==> config.mk <==
export PLATFORM = sky130hd
export DESIGN_NAME = lu_issue_stage
export DESIGN_NICKNAME = d
export VERILOG_FILES = /design/src/rtl/lu_issue_stage.sv
export SDC_FILE = /design/constraint.sdc
export NUM_CORES = 1
export LEC_CHECK = 0
export ABC_CLOCK_PERIOD_IN_PS = 3650
export BUFFER_PORTS_ARGS = -buffer_cell sky130_fd_sc_hd__buf_2
export CORE_MARGIN = 2
export CORE_UTILIZATION = 53
export CTS_BUF_LIST = sky130_fd_sc_hd__clkbuf_4 sky130_fd_sc_hd__clkbuf_8
export DETAILED_ROUTE_END_ITERATION = 10
export PLACE_DENSITY_LB_ADDON = 0.05
export RECOVER_POWER = 25
export SETUP_SLACK_MARGIN = 0.15
export SYNTH_ARGS = -nofsm -noshare
export SYNTH_HDL_FRONTEND = slang
export SYNTH_SLANG_ARGS = --single-unit
==> constraint.sdc <==
create_clock -name clk -period 3.65 [get_ports clk]
set_clock_uncertainty 0.2 [all_clocks]
set_input_delay 0.1825 -clock clk [delete_from_list [all_inputs] [get_ports clk]]
set_output_delay 0.1825 -clock clk [all_outputs]
set_load 0.03 [all_outputs]
==> src/rtl/lu_issue_stage.sv <==
// lu_issue_stage
// Issue stage in front of the 4-function logic unit (xor/xnor/or/nor).
// Takes {a, b, op} over valid/ready, drives registered operands and selects
// into the LU, captures the LU result one cycle later and offers it
// downstream over valid/ready. One transaction is in flight at a time.
// Optional build macro: LU_SWEEP_EN -- each accepted request issues all four
// ops (00, 01, 10, 11) in order with the operands held, and in_op is ignored.
module lu_issue_stage #(
  parameter int WIDTH = 4,
  parameter int CNT_W = 8
) (
  input  logic             clk,
  input  logic             reset,
  input  logic             in_valid,
  output logic             in_ready,
  input  logic [WIDTH-1:0] in_a,
  input  logic [WIDTH-1:0] in_b,
  input  logic [1:0]       in_op,
  output logic [WIDTH-1:0] lu_a,
  output logic [WIDTH-1:0] lu_b,
  output logic             lu_sel1,
  output logic             lu_sel2,
  input  logic [WIDTH-1:0] lu_s,
  output logic             out_valid,
  input  logic             out_ready,
  output logic [WIDTH-1:0] out_data,
  output logic [1:0]       out_op,
  output logic [CNT_W-1:0] done_cnt
);

  typedef enum logic [1:0] {
    IDLE  = 2'd0,
    ISSUE = 2'd1,
    OUT   = 2'd2
  } state_t;

  state_t state;

  // Single FSM: state plus every registered output, including the handshake
  // flags, so nothing downstream sees a combinational path from the inputs.
  // NOTE: all state here is written with non-blocking assignments so every
  // register samples the pre-edge values, independent of statement order.
  always_ff @(posedge clk) begin
    if (reset) begin
      state     <= IDLE;
      in_ready  <= 1'b1;
      out_valid <= 1'b0;
      lu_a      <= '0;
      lu_b      <= '0;
      lu_sel1   <= 1'b0;
      lu_sel2   <= 1'b0;
      out_data  <= '0;
      out_op    <= 2'b00;
      done_cnt  <= '0;
    end else begin
      case (state)
        IDLE: begin
          if (in_valid) begin
            lu_a <= in_a;
            lu_b <= in_b;
`ifdef LU_SWEEP_EN
            // A sweep always starts from op 00; the requested op is ignored.
            {lu_sel2, lu_sel1} <= 2'b00;
`else
            {lu_sel2, lu_sel1} <= in_op;
`endif
            in_ready <= 1'b0;
            state    <= ISSUE;
          end
        end

        ISSUE: begin
          // The LU has had a full cycle to settle on the registered operands.
          out_data  <= lu_s;
          out_op    <= {lu_sel2, lu_sel1};
          out_valid <= 1'b1;
          state     <= OUT;
        end

        OUT: begin
          if (out_ready) begin
            out_valid <= 1'b0;
            if (done_cnt != '1) begin
              done_cnt <= done_cnt + CNT_W'(1);
            end
`ifdef LU_SWEEP_EN
            if (out_op != 2'b11) begin
              // Operands stay put; only the select advances to the next op.
              {lu_sel2, lu_sel1} <= out_op + 2'b01;
              state              <= ISSUE;
            end else begin
              in_ready <= 1'b1;
              state    <= IDLE;
            end
`else
            in_ready <= 1'b1;
            state    <= IDLE;
`endif
          end
        end

        default: begin
          in_ready  <= 1'b1;
          out_valid <= 1'b0;
          state     <= IDLE;
        end
      endcase
    end
  end

endmodule
==> metrics.md <==
| Metric | Value |
|---|---|
| WHS | 0.0846 ns |
| Leak pwr | 0.699 nW |
| Top FF cell, synth | dfxtp_1 |
| Synthesis-stage register bit count | 28 |
| Multi-input logic area | around 520 sq um |
| Slew @ Worst Pin | 0.494 ns |
| Num CTS Buffers | 3 |
| Grt total ovfl | 0 |
| Pwr/cell area | 403 nW/um^2 |
| Core Region | 1980 sq um |
| Synth Cell Area | between 1000 and 1500 sq um |
| Final setup TNS | 0 ns |
| Yosys warns | 0 |
| Fill count | 144 |
| Outcome | completed |
| Post-DP HPWL | 1.67 mm |
| Nets | 205 |
| Initial Util | 0.566 |
| Antenna Nets Post-Route | 0 |
| Critical Path RT | about 3.7 ns |
| Number of synthesized flops with an enable pin | 0 |
| CTS max path bufs | 2 |
| Chip height | 50.0 microns |
| Syn_area_per_cell | 8.69 sq um |
| IO Pins | 44 |
| Fin util | 0.774 |
| Combinational Power Share | 0.148 |
| Antenna violations before repair | 0 |
| DR vias/cell | 4.89 |
| Most common cell in the netlist | nand2_1 |
| Setup crit end kind | flip-flop |
| Synth area leader | dfxtp_1 |
| IO Port Bufs | 43 |
| Most frequent cells after synthesis | 35 x nand2_1, 28 x dfxtp_1, 17 x a21oi_1 |
| Crit Path Max Fanout | 6 |
| 1st-iter DRT viols | 13 |
| Pin count of the biggest net entering global routing | 30 |
| Clock Latency Late Sink | 0.32 ns |
| # diodes | 0 |
| MaxCap Viol Count | 0 |
| Final setup fails | 0 |
| Clk network pwr share | 0.323 |
| Area Growth Syn to Fin | 36.8% |
| Resize count post-CTS | 0 |
| Setup ws final | about 2 ns |
| Post-CTS Setup Inserts | 0 |
| Pint | roughly 470 uW |
| TritonCTS clock tree | yes |
| Max Fclk | between 0.6 and 0.7 GHz |
| Final max-slew violation count | 0 |
| Die area | 2500 sq um |
| Vias in the first global route | slightly above 900 |
| H-tree levels | 1 |
| Startpoint class of the critical path | flip-flop |
| Synthesized Nets | 148 |
| GPL Wtd Cong | around 0.76 |
| Clock root buffer master | clkbuf_4 |
| Rows | 16 |
| Post-synthesis cell count | 129 |
| Worst setup path class | reg -> reg |
| Leading post-synthesis cells by cell area | dfxtp_1 50%, nand2_1 12%, a21oi_1 7.6%, xor2_1 4.7%, nor2_1 4.0% |
| Net Switching | 152 uW |
| Total track usage | 0.196 |
| Final hold violation count | 0 |
| First-pass GRT wire length | ~3.8 mm |
| CP arrival | between 1.5 and 2 ns |
| First drt pass iteration count | 4 |
| Sequential Area | 561 sq um |
| Min-Delay Path Class | in -> reg |
| Die Wd | 50.0 microns |
| Routed vias | 1037 |
| Final WL | around 2.4 mm |
| Peak VDD IR | 0.301 mV |
| RSZ-0062 raised after global routing | no |
| Clk pin slew, worst setup/hold paths | 0.15 ns |
| Post-synth top area share | 0.500 |
| Drt wl/cell | 11.2 microns |
| Post-synthesis cell type count | 29 |
| Final Cycle Share | 0.442 |
| Sequential Power Share | 0.529 |
| Share of layout cells above drive strength 1 | 0.259 |
| Seq/Total Area, Yosys | 0.500 |
| Clock sinks | 28 |
| Net Sw Frac | 0.247 |
| Ys async rst share | 0 |
| DRC | 0 |
| Slew HR | 0.671 |
| Place WS | 2.06 ns |
| Hold_buf cts | 15 |
| Min cycle time layout | 1.61 ns |
-- layer usage --
metal,global-route usage,wire length (microns),share of wire,up-vias
met2,0.344,1180,0.49,28
met5,0,0,0,-
met3,0.0273,104,0.044,2
li1,-,-,-,539
met1,0.246,1080,0.45,468
met4,0.0556,15,0.0063,0
-- registers in the layout, summed over array words and instances (netlist names) --
name / cells
done_cnt: 8
in_ready: 1
lu_a: 4
lu_b: 4
lu_sel1: 1
lu_sel2: 1
out_data: 4
out_op: 2
out_valid: 1
state: 2
-- placed cells by master, fill, tap and decap left out, drive strengths merged --
cell	instances
dfxtp	28
o311ai	1
mux2i	1
nand2b	2
nor3	1
nor2	12
nor2b	1
bufinv	1
o211ai	3
dlygate4sd3	15
nand2	35
xor2	6
clkbuf	8
buf	38
or2	1
nand4b	1
and3	2
and2b	1
and2	2
nand3	1
and3b	1
o2111ai	1
o21ai	2
inv	1
ha	1
nand4	1
o41ai	1
a21oi	17
-- stage by stage --
step | power (mW) | instances | instance area [sq um]
5_1_grt | 0.642 | 212 | 1530
3_5_place_dp | 0.413 | 193 | 1340
3_3_place_gp | 0.410 | 193 | 1340
4_1_cts | 0.623 | 212 | 1540
6_report | 0.618 | 212 | 1530
2_1_floorplan | 0.388 | 129 | 1120
-- worst paths after layout --
kind	start	end	slack [ns]	depth (start not counted)
setup / recovery	done_cnt[0]	done_cnt[1]	2.04	5
hold / removal	reset	done_cnt[1]	0.08	2
setup reg to reg	done_cnt[0]	done_cnt[1]	2.04	5
hold reg to reg	lu_a[1]	lu_a[1]	0.27	2
-- power by group through the flow --
stage	Combinational [mW]	Sequential, mW	Clock [mW]
floorplan	0.0316	0.357	0
global placement	0.0780	0.332	0
detailed placement	0.0797	0.333	0
CTS	0.0926	0.327	0.204
global route	0.0997	0.329	0.214
finish	0.0914	0.327	0.199
-- worst max-delay path: stages, from the launching register on --
cell and delay, ns:
dfxtp_1 0.41, ha_1 0.24, nand3_2 0.17, o21ai_4 0.24
mux2i_1 0.20, nor2_1 0.05
-- cell families after synthesis --
kind of cell             Yosys count  share of synthesized area
buffers and inverters              7                     0.0324
AND/OR/NAND/NOR                   61                      0.249
adder cells (fa/ha/maj)            1                     0.0112
XOR/XNOR                           6                     0.0469
multiplexers                       1                    0.00893
AO/OA/AOI/OAI                     25                      0.152
flip-flops                        28                      0.500
-- area by class of cell --
| cell class | instances | share of cell area |
|---|---|---|
| tap | 27 | 0.0220 |
| inverter | 1 | 0.00245 |
| clock inverter | 1 | 0.0196 |
| timing repair buffer | 58 | 0.234 |
| multi-input combinational | 94 | 0.342 |
| clock buffer | 3 | 0.0147 |
| sequential | 28 | 0.365 |
(Power assumes the default switching activity.)
